File: src/rtl/timer_unit.sv
// timer_unit: bus-programmable timer with a prescaler, a WIDTH-bit count and a
// compare register. Supports free-running, auto-reload and one-shot modes, and a
// sticky match flag that drives a maskable interrupt. Zero-wait STB/ACK bus.
module timer_unit #(
  parameter int          WIDTH          = 32,
  parameter logic [31:0] PRESCALE_RESET = 32'd1000000
) (
  input  logic        clk,
  input  logic        reset,
  input  logic        STB,
  input  logic        WE,
  input  logic [1:0]  ADR,
  input  logic [31:0] DAT_I,
  output logic [31:0] DAT_O,
  output logic        ACK,
  output logic        IRQ
);

  localparam logic [1:0] ADR_COUNT    = 2'd0;
  localparam logic [1:0] ADR_PRESCALE = 2'd1;
  localparam logic [1:0] ADR_COMPARE  = 2'd2;
  localparam logic [1:0] ADR_CTRL     = 2'd3;

  logic [WIDTH-1:0] count_q, count_d;
  logic [WIDTH-1:0] compare_q, compare_d;
  logic [31:0]      prescale_q, prescale_d;
  logic [31:0]      pcnt_q, pcnt_d;
  logic             en_q, en_d;
  logic             reload_q, reload_d;
  logic             oneshot_q, oneshot_d;
  logic             ie_q, ie_d;
  logic             flag_q, flag_d;

  logic wr_any;
  logic wr_count;
  logic wr_prescale;
  logic wr_compare;
  logic wr_ctrl;
  logic tick;
  logic match;

  assign wr_any      = STB & WE;
  assign wr_count    = wr_any && (ADR == ADR_COUNT);
  assign wr_prescale = wr_any && (ADR == ADR_PRESCALE);
  assign wr_compare  = wr_any && (ADR == ADR_COMPARE);
  assign wr_ctrl     = wr_any && (ADR == ADR_CTRL);

  // The prescaler only runs while enabled; a tick is the cycle where it wraps.
  assign tick  = en_q && (pcnt_q == prescale_q);
  // A software COUNT write in the tick cycle suppresses that cycle's match.
  // COMPARE writes land at the edge, so the match naturally uses the old value.
  assign match = tick && (count_q == compare_q) && !wr_count;

  // Next-state logic: bus writes, prescaler, count modes and the sticky flag.
  always_comb begin
    pcnt_d     = pcnt_q;
    count_d    = count_q;
    prescale_d = prescale_q;
    compare_d  = compare_q;
    en_d       = en_q;
    reload_d   = reload_q;
    oneshot_d  = oneshot_q;
    ie_d       = ie_q;
    flag_d     = flag_q;

    // A PRESCALE write restarts the prescale period from zero.
    if (wr_prescale) begin
      pcnt_d = '0;
    end else if (tick) begin
      pcnt_d = '0;
    end else if (en_q) begin
      pcnt_d = pcnt_q + 32'd1;
    end

    // One-shot holds the count on a match; reload restarts; otherwise wrap-around.
    if (wr_count) begin
      count_d = DAT_I[WIDTH-1:0];
    end else if (tick) begin
      if (match && oneshot_q) begin
        count_d = count_q;
      end else if (match && reload_q) begin
        count_d = '0;
      end else begin
        count_d = count_q + WIDTH'(1);
      end
    end

    if (wr_prescale) begin
      prescale_d = DAT_I;
    end
    if (wr_compare) begin
      compare_d = DAT_I[WIDTH-1:0];
    end

    // A software EN write overrides the one-shot auto-disable in the same cycle.
    if (wr_ctrl) begin
      en_d      = DAT_I[0];
      reload_d  = DAT_I[1];
      oneshot_d = DAT_I[2];
      ie_d      = DAT_I[3];
    end else if (match && oneshot_q) begin
      en_d = 1'b0;
    end

    // Setting beats a simultaneous write-1-to-clear so no match is ever lost.
    if (match) begin
      flag_d = 1'b1;
    end else if (wr_ctrl && DAT_I[4]) begin
      flag_d = 1'b0;
    end
  end

  // State registers; reset leaves the block counting like the legacy timer.
  always_ff @(posedge clk or posedge reset) begin
    if (reset) begin
      count_q    <= '0;
      pcnt_q     <= '0;
      prescale_q <= PRESCALE_RESET;
      compare_q  <= '1;
      en_q       <= 1'b1;
      reload_q   <= 1'b0;
      oneshot_q  <= 1'b0;
      ie_q       <= 1'b0;
      flag_q     <= 1'b0;
    end else begin
      count_q    <= count_d;
      pcnt_q     <= pcnt_d;
      prescale_q <= prescale_d;
      compare_q  <= compare_d;
      en_q       <= en_d;
      reload_q   <= reload_d;
      oneshot_q  <= oneshot_d;
      ie_q       <= ie_d;
      flag_q     <= flag_d;
    end
  end

  // Zero-wait read mux; the bus sees zero whenever the block is not selected.
  always_comb begin
    DAT_O = '0;
    if (STB) begin
      case (ADR)
        ADR_COUNT:    DAT_O = 32'(count_q);
        ADR_PRESCALE: DAT_O = prescale_q;
        ADR_COMPARE:  DAT_O = 32'(compare_q);
        default:      DAT_O = {27'd0, flag_q, ie_q, oneshot_q, reload_q, en_q};
      endcase
    end
  end

  assign ACK = STB;
  assign IRQ = flag_q & ie_q;

endmodule

File: config.mk
export PLATFORM = sky130hd
export DESIGN_NAME = timer_unit
export DESIGN_NICKNAME = d
export VERILOG_FILES = /design/src/rtl/timer_unit.sv
export SDC_FILE = /design/constraint.sdc
export NUM_CORES = 1
export LEC_CHECK = 0
export ABC_AREA = 1
export ABC_CLOCK_PERIOD_IN_PS = 5890
export CAP_MARGIN = 40
export CORE_MARGIN = 3
export CORE_UTILIZATION = 55
export CTS_CLUSTER_SIZE = 30
export DETAILED_ROUTE_END_ITERATION = 12
export PLACE_DENSITY = 0.85
export SLEW_MARGIN = 20
export SYNTH_ARGS = -nofsm -noshare
export SYNTH_HDL_FRONTEND = slang
export SYNTH_SLANG_ARGS = --single-unit
File: constraint.sdc
create_clock -name clk -period 5.89 [get_ports clk]
set_input_delay 1.178 -clock clk [delete_from_list [all_inputs] [get_ports clk]]
set_output_delay 1.178 -clock clk [all_outputs]
set_load 0.05 [all_outputs]
==> impl_metrics.prom <==
# TYPE chip_impl_metric gauge
chip_impl_info{name="status",value="completed"} 1
chip_impl_info{name="tritoncts",value="yes"} 1
chip_impl_metric{name="max_clock_freq",unit="MHz"} 204
chip_impl_metric{name="total_switching_power",unit="mW"} 1.28
chip_impl_metric{name="global_route.usage.total",unit=""} 0.307
chip_impl_metric{name="worst_slack",unit="ns"} 0.996
chip_impl_metric{name="fp.coreArea",unit="um^2"} 15900
chip_impl_metric{name="ioPinCount",unit=""} 72
chip_impl_info{name="cp_launch_type",value="input port"} 1
chip_impl_metric{name="ctsResizeCount",unit=""} 0
chip_impl_metric{name="synth-edff-count",unit=""} 0
chip_impl_info{name="hold_crit_path_type",value="reg -> reg"} 1
chip_impl_metric{name="grt_start_max_net_pins",unit=""} 56
chip_impl_metric{name="register_clock_pin_slew_on_the_reported_worst_setup_and_hold_paths",unit="ns"} 0.06
chip_impl_metric{name="post_synth_inst_count",unit=""} 1390
chip_impl_metric{name="cts-buffers-inserted",unit=""} 17
chip_impl_info{name="critical_setup_path_kind",value="in -> out"} 1
chip_impl_metric{name="cts.repair_timing.setup_buffer_count",unit=""} 0
chip_impl_metric{name="yosysWarningCount",unit=""} 0
chip_impl_metric{name="synthToLayoutAreaGrowth",unit="%"} 15.7
chip_impl_metric{name="grt_pass1_wl",unit="um"} 43300
chip_impl_info{name="worst_r2r_endpoint",value="count_q[21]"} 1
chip_impl_info{name="clock_tree.root_cell",value="clkbuf_16"} 1
chip_impl_metric{name="die_h",unit="um"} 134
chip_impl_metric{name="vias",unit=""} 9249
chip_impl_info{name="r2r_start",value="compare_q[14]"} 1
chip_impl_info{name="hold-path-endpoint",value="compare_q[10]"} 1
chip_impl_metric{name="cts_hold_buf",unit=""} 0
chip_impl_metric{name="sequential_area_share_after_synthesis",unit=""} 0.375
chip_impl_info{name="hp-start",value="compare_q[10]"} 1
chip_impl_metric{name="hold_viol_final",unit=""} 0
chip_impl_metric{name="switching_share",unit=""} 0.381
chip_impl_metric{name="synth_async_sr_flop_share",unit=""} 1.00
chip_impl_metric{name="grt_antenna_before_repair",unit=""} 0
chip_impl_metric{name="cellInternalPower",unit="mW"} 2.07
chip_impl_metric{name="clk-insertion-delay-late",unit="ns"} 0.45
chip_impl_metric{name="htreeDepth",unit=""} 4
chip_impl_metric{name="vias_per_cell",unit=""} 5.54
chip_impl_metric{name="final.setup_skew",unit="ns"} 0.0180
chip_impl_metric{name="route.antenna.remaining_nets",unit=""} 0
chip_impl_metric{name="share_of_post_route_cells_with_drive_strength_above_1",unit=""} 0.100
chip_impl_metric{name="max_cap_viol_count",unit=""} 0
chip_impl_metric{name="finalSetupViolations",unit=""} 0
chip_impl_metric{name="first_pass_iters",unit=""} 6
chip_impl_metric{name="leakage",unit="nW"} 5.37
chip_impl_metric{name="timing.reg2reg.setup_slack",unit="ns"} 3.23
chip_impl_metric{name="synth.avg_cell_area",unit="um^2"} 6.48
chip_impl_metric{name="synth.cell_area",unit="um^2"} 9010
chip_impl_metric{name="drc",unit=""} 0
chip_impl_metric{name="cts_sink_count",unit=""} 133
chip_impl_info{name="grt_setup_unrepaired",value="no"} 1
chip_impl_metric{name="worst_slew_pin_slew",unit="ns"} 0.815
chip_impl_metric{name="mappedNetlistNets",unit=""} 1430
chip_impl_metric{name="wl",unit="um"} 27400
chip_impl_metric{name="fin_nets",unit=""} 1480
chip_impl_metric{name="port-buffer-count",unit=""} 71
chip_impl_metric{name="synth.lib_cells_used.distinct",unit=""} 40
chip_impl_metric{name="clockBufferDepth",unit=""} 2
chip_impl_info{name="cp-end-kind",value="output pin"} 1
chip_impl_metric{name="place_hpwl",unit="um"} 20300
chip_impl_metric{name="starting_density_of_the_core",unit=""} 0.565
chip_impl_metric{name="design.die.area",unit="um^2"} 18000
chip_impl_metric{name="die_x",unit="um"} 134
chip_impl_metric{name="total_number_of_placement_rows",unit=""} 46
chip_impl_metric{name="critPathMaxFanout",unit=""} 18
chip_impl_metric{name="gpl.final_weighted_congestion",unit=""} 0.992
chip_impl_info{name="dominantRegCellSynth",value="dfrtp_1"} 1
chip_impl_metric{name="seq_power_share",unit=""} 0.402
chip_impl_metric{name="period_share",unit=""} 0.831
chip_impl_metric{name="power.density",unit="nW/um^2"} 321
chip_impl_metric{name="worst_hold_path.num_cells",unit=""} 2
chip_impl_metric{name="worst_ep_required_time",unit="ns"} 4.71
chip_impl_metric{name="critical_path_arrival",unit="ns"} 3.72
chip_impl_metric{name="first_iter_violations",unit=""} 1001
chip_impl_metric{name="ys_seq_elements",unit=""} 133
chip_impl_metric{name="routed_wire_length_per_instance",unit="um"} 16.4
chip_impl_metric{name="comb_power_share",unit=""} 0.288
chip_impl_metric{name="final.setup.tns",unit="ns"} 0
chip_impl_metric{name="max-vdd-ir-drop",unit="uV"} 236
chip_impl_metric{name="grt_pass1_vias",unit=""} 8540
chip_impl_metric{name="min_period",unit="ns"} 4.89
chip_impl_metric{name="dp_slack",unit="ns"} 1.03
chip_impl_metric{name="gr-total-overflow",unit=""} 0
chip_impl_metric{name="ff2ff_path_depth",unit=""} 15
chip_impl_metric{name="antenna_cells_inserted",unit=""} 0
chip_impl_metric{name="final_max_slew_viol_count",unit=""} 0
chip_impl_metric{name="share_clk_of_total_power",unit=""} 0.310
chip_impl_metric{name="maxSlewHeadroom",unit=""} 0.455
sequential cells by signal (all words and copies together) (netlist names):
name / count
ie_q: 1
reload_q: 1
oneshot_q: 1
en_q: 1
flag_q: 1
count_q: 32
pcnt_q: 32
compare_q: 32
prescale_q: 32
logic make-up after synthesis:
| group | count (synthesis) | synth area share |
|---|---|---|
| buf+inv | 247 | 0.109 |
| xor+xnor | 60 | 0.0583 |
| simple gates | 786 | 0.348 |
| compound gates | 155 | 0.0982 |
| mux | 7 | 0.00875 |
| fa+ha+maj | 2 | 0.00278 |
| flops | 133 | 0.375 |
per-layer routing:
| metal | global-route usage | wire length (um) | up-vias |
|---|---|---|---|
| met5 | 0 | 0 | - |
| met1 | 0.406 | 11100 | 4240 |
| li1 | - | - | 4418 |
| met3 | 0.0596 | 2480 | 95 |
| met2 | 0.490 | 12600 | 496 |
| met4 | 0.141 | 1120 | 0 |
placed cells by master, fill, tap and decap left out, types with 2 or more instances in the layout:
master	instances
o21ai_0	74
buf_12	3
nor2_2	6
nand4_1	16
a31oi_1	2
o22ai_1	24
xnor2_1	17
inv_6	7
a21oi_1	28
nor4_1	3
nor3_1	23
clkdlybuf4s50_1	53
ha_1	2
nor3_2	4
inv_1	172
nand2_1	487
clkinv_2	2
buf_4	26
dfrtp_1	93
nor3b_1	2
o221ai_1	10
nand3_1	36
clkinvlp_4	4
mux2_2	7
clkbuf_16	17
nor2_1	201
a211oi_1	4
inv_2	21
xor2_1	43
o211ai_1	8
o21ai_1	2
dfstp_2	40
nand2_2	2
power by group through the flow:
stage | sequential, mW | combinational [mW] | clock, mW
after global placement | 1.34 | 0.923 | 0
after global routing | 1.37 | 1.08 | 1.08
final | 1.35 | 0.965 | 1.04
after floorplan | 1.27 | 0.732 | 0
after detailed placement | 1.35 | 0.946 | 0
after CTS | 1.34 | 0.953 | 1.04
final cells by class:
cell class	instances	area (um^2)
tap	216	270
sequential	133	3380
timing repair buffer	83	813
multi-input combinational	1010	4660
fill	1426	5520
clock inverter	15	140
clock buffer	17	425
inverter	195	734
worst max path at each step:
| stage | slack, ns | cells past startpoint | to | startpoint |
|---|---|---|---|---|
| 3_5_place_dp | 1.03 | 8 | DAT_O[22] | ADR[0] |
| 4_1_cts | 1.02 | 8 | DAT_O[22] | ADR[0] |
| 3_3_place_gp | 1.08 | 8 | DAT_O[31] | ADR[0] |
| 6_report | 1.0 | 8 | DAT_O[22] | ADR[0] |
| 2_1_floorplan | 1.22 | 1 | count_q[0] | reset |
| 5_1_grt | 0.90 | 8 | DAT_O[22] | ADR[0] |
critical path: stages:
cell             delay [ns]
clkdlybuf4s50_1        0.58
or2_1                  0.63
inv_1                  0.28
nand2_1                0.13
o211ai_1               0.09
nand2_1                0.08
inv_1                  0.06
clkdlybuf4s50_1        0.69
synth_stat cells, drive strengths merged (2+ instances only):
library cell,n,area [um^2]
o221ai,10,87.6
mux2,7,78.8
buf,28,158
a21oi,28,140
clkbuf,24,90.1
nand4,16,100
xnor2,17,149
nor3b,2,15.0
a31oi,2,12.5
o22ai,24,150
nor4,3,18.8
nand3,37,190
dfrtp,93,2330
a211oi,4,30.0
inv,194,728
xor2,43,377
dfstp,40,1050
o211ai,8,60.1
nand2,489,1840
ha,2,25.0
nor3,27,155
o21ai,76,380
or2,2,12.5
nor2,208,796
metrics by stage:
step                 util  instances  total power, mW  cell area [um^2]  hold WS, ns
floorplan               -       1390             2.00              9010        0.465
detailed placement  0.617       1636             2.30              9830        0.496
finish              0.654       1669             3.35             10400        0.504
global route        0.654       1669             3.53             10400        0.531
CTS                 0.652       1668             3.33             10400        0.506
global placement    0.615       1635             2.27              9810        0.486
(Power assumes the default switching activity.)
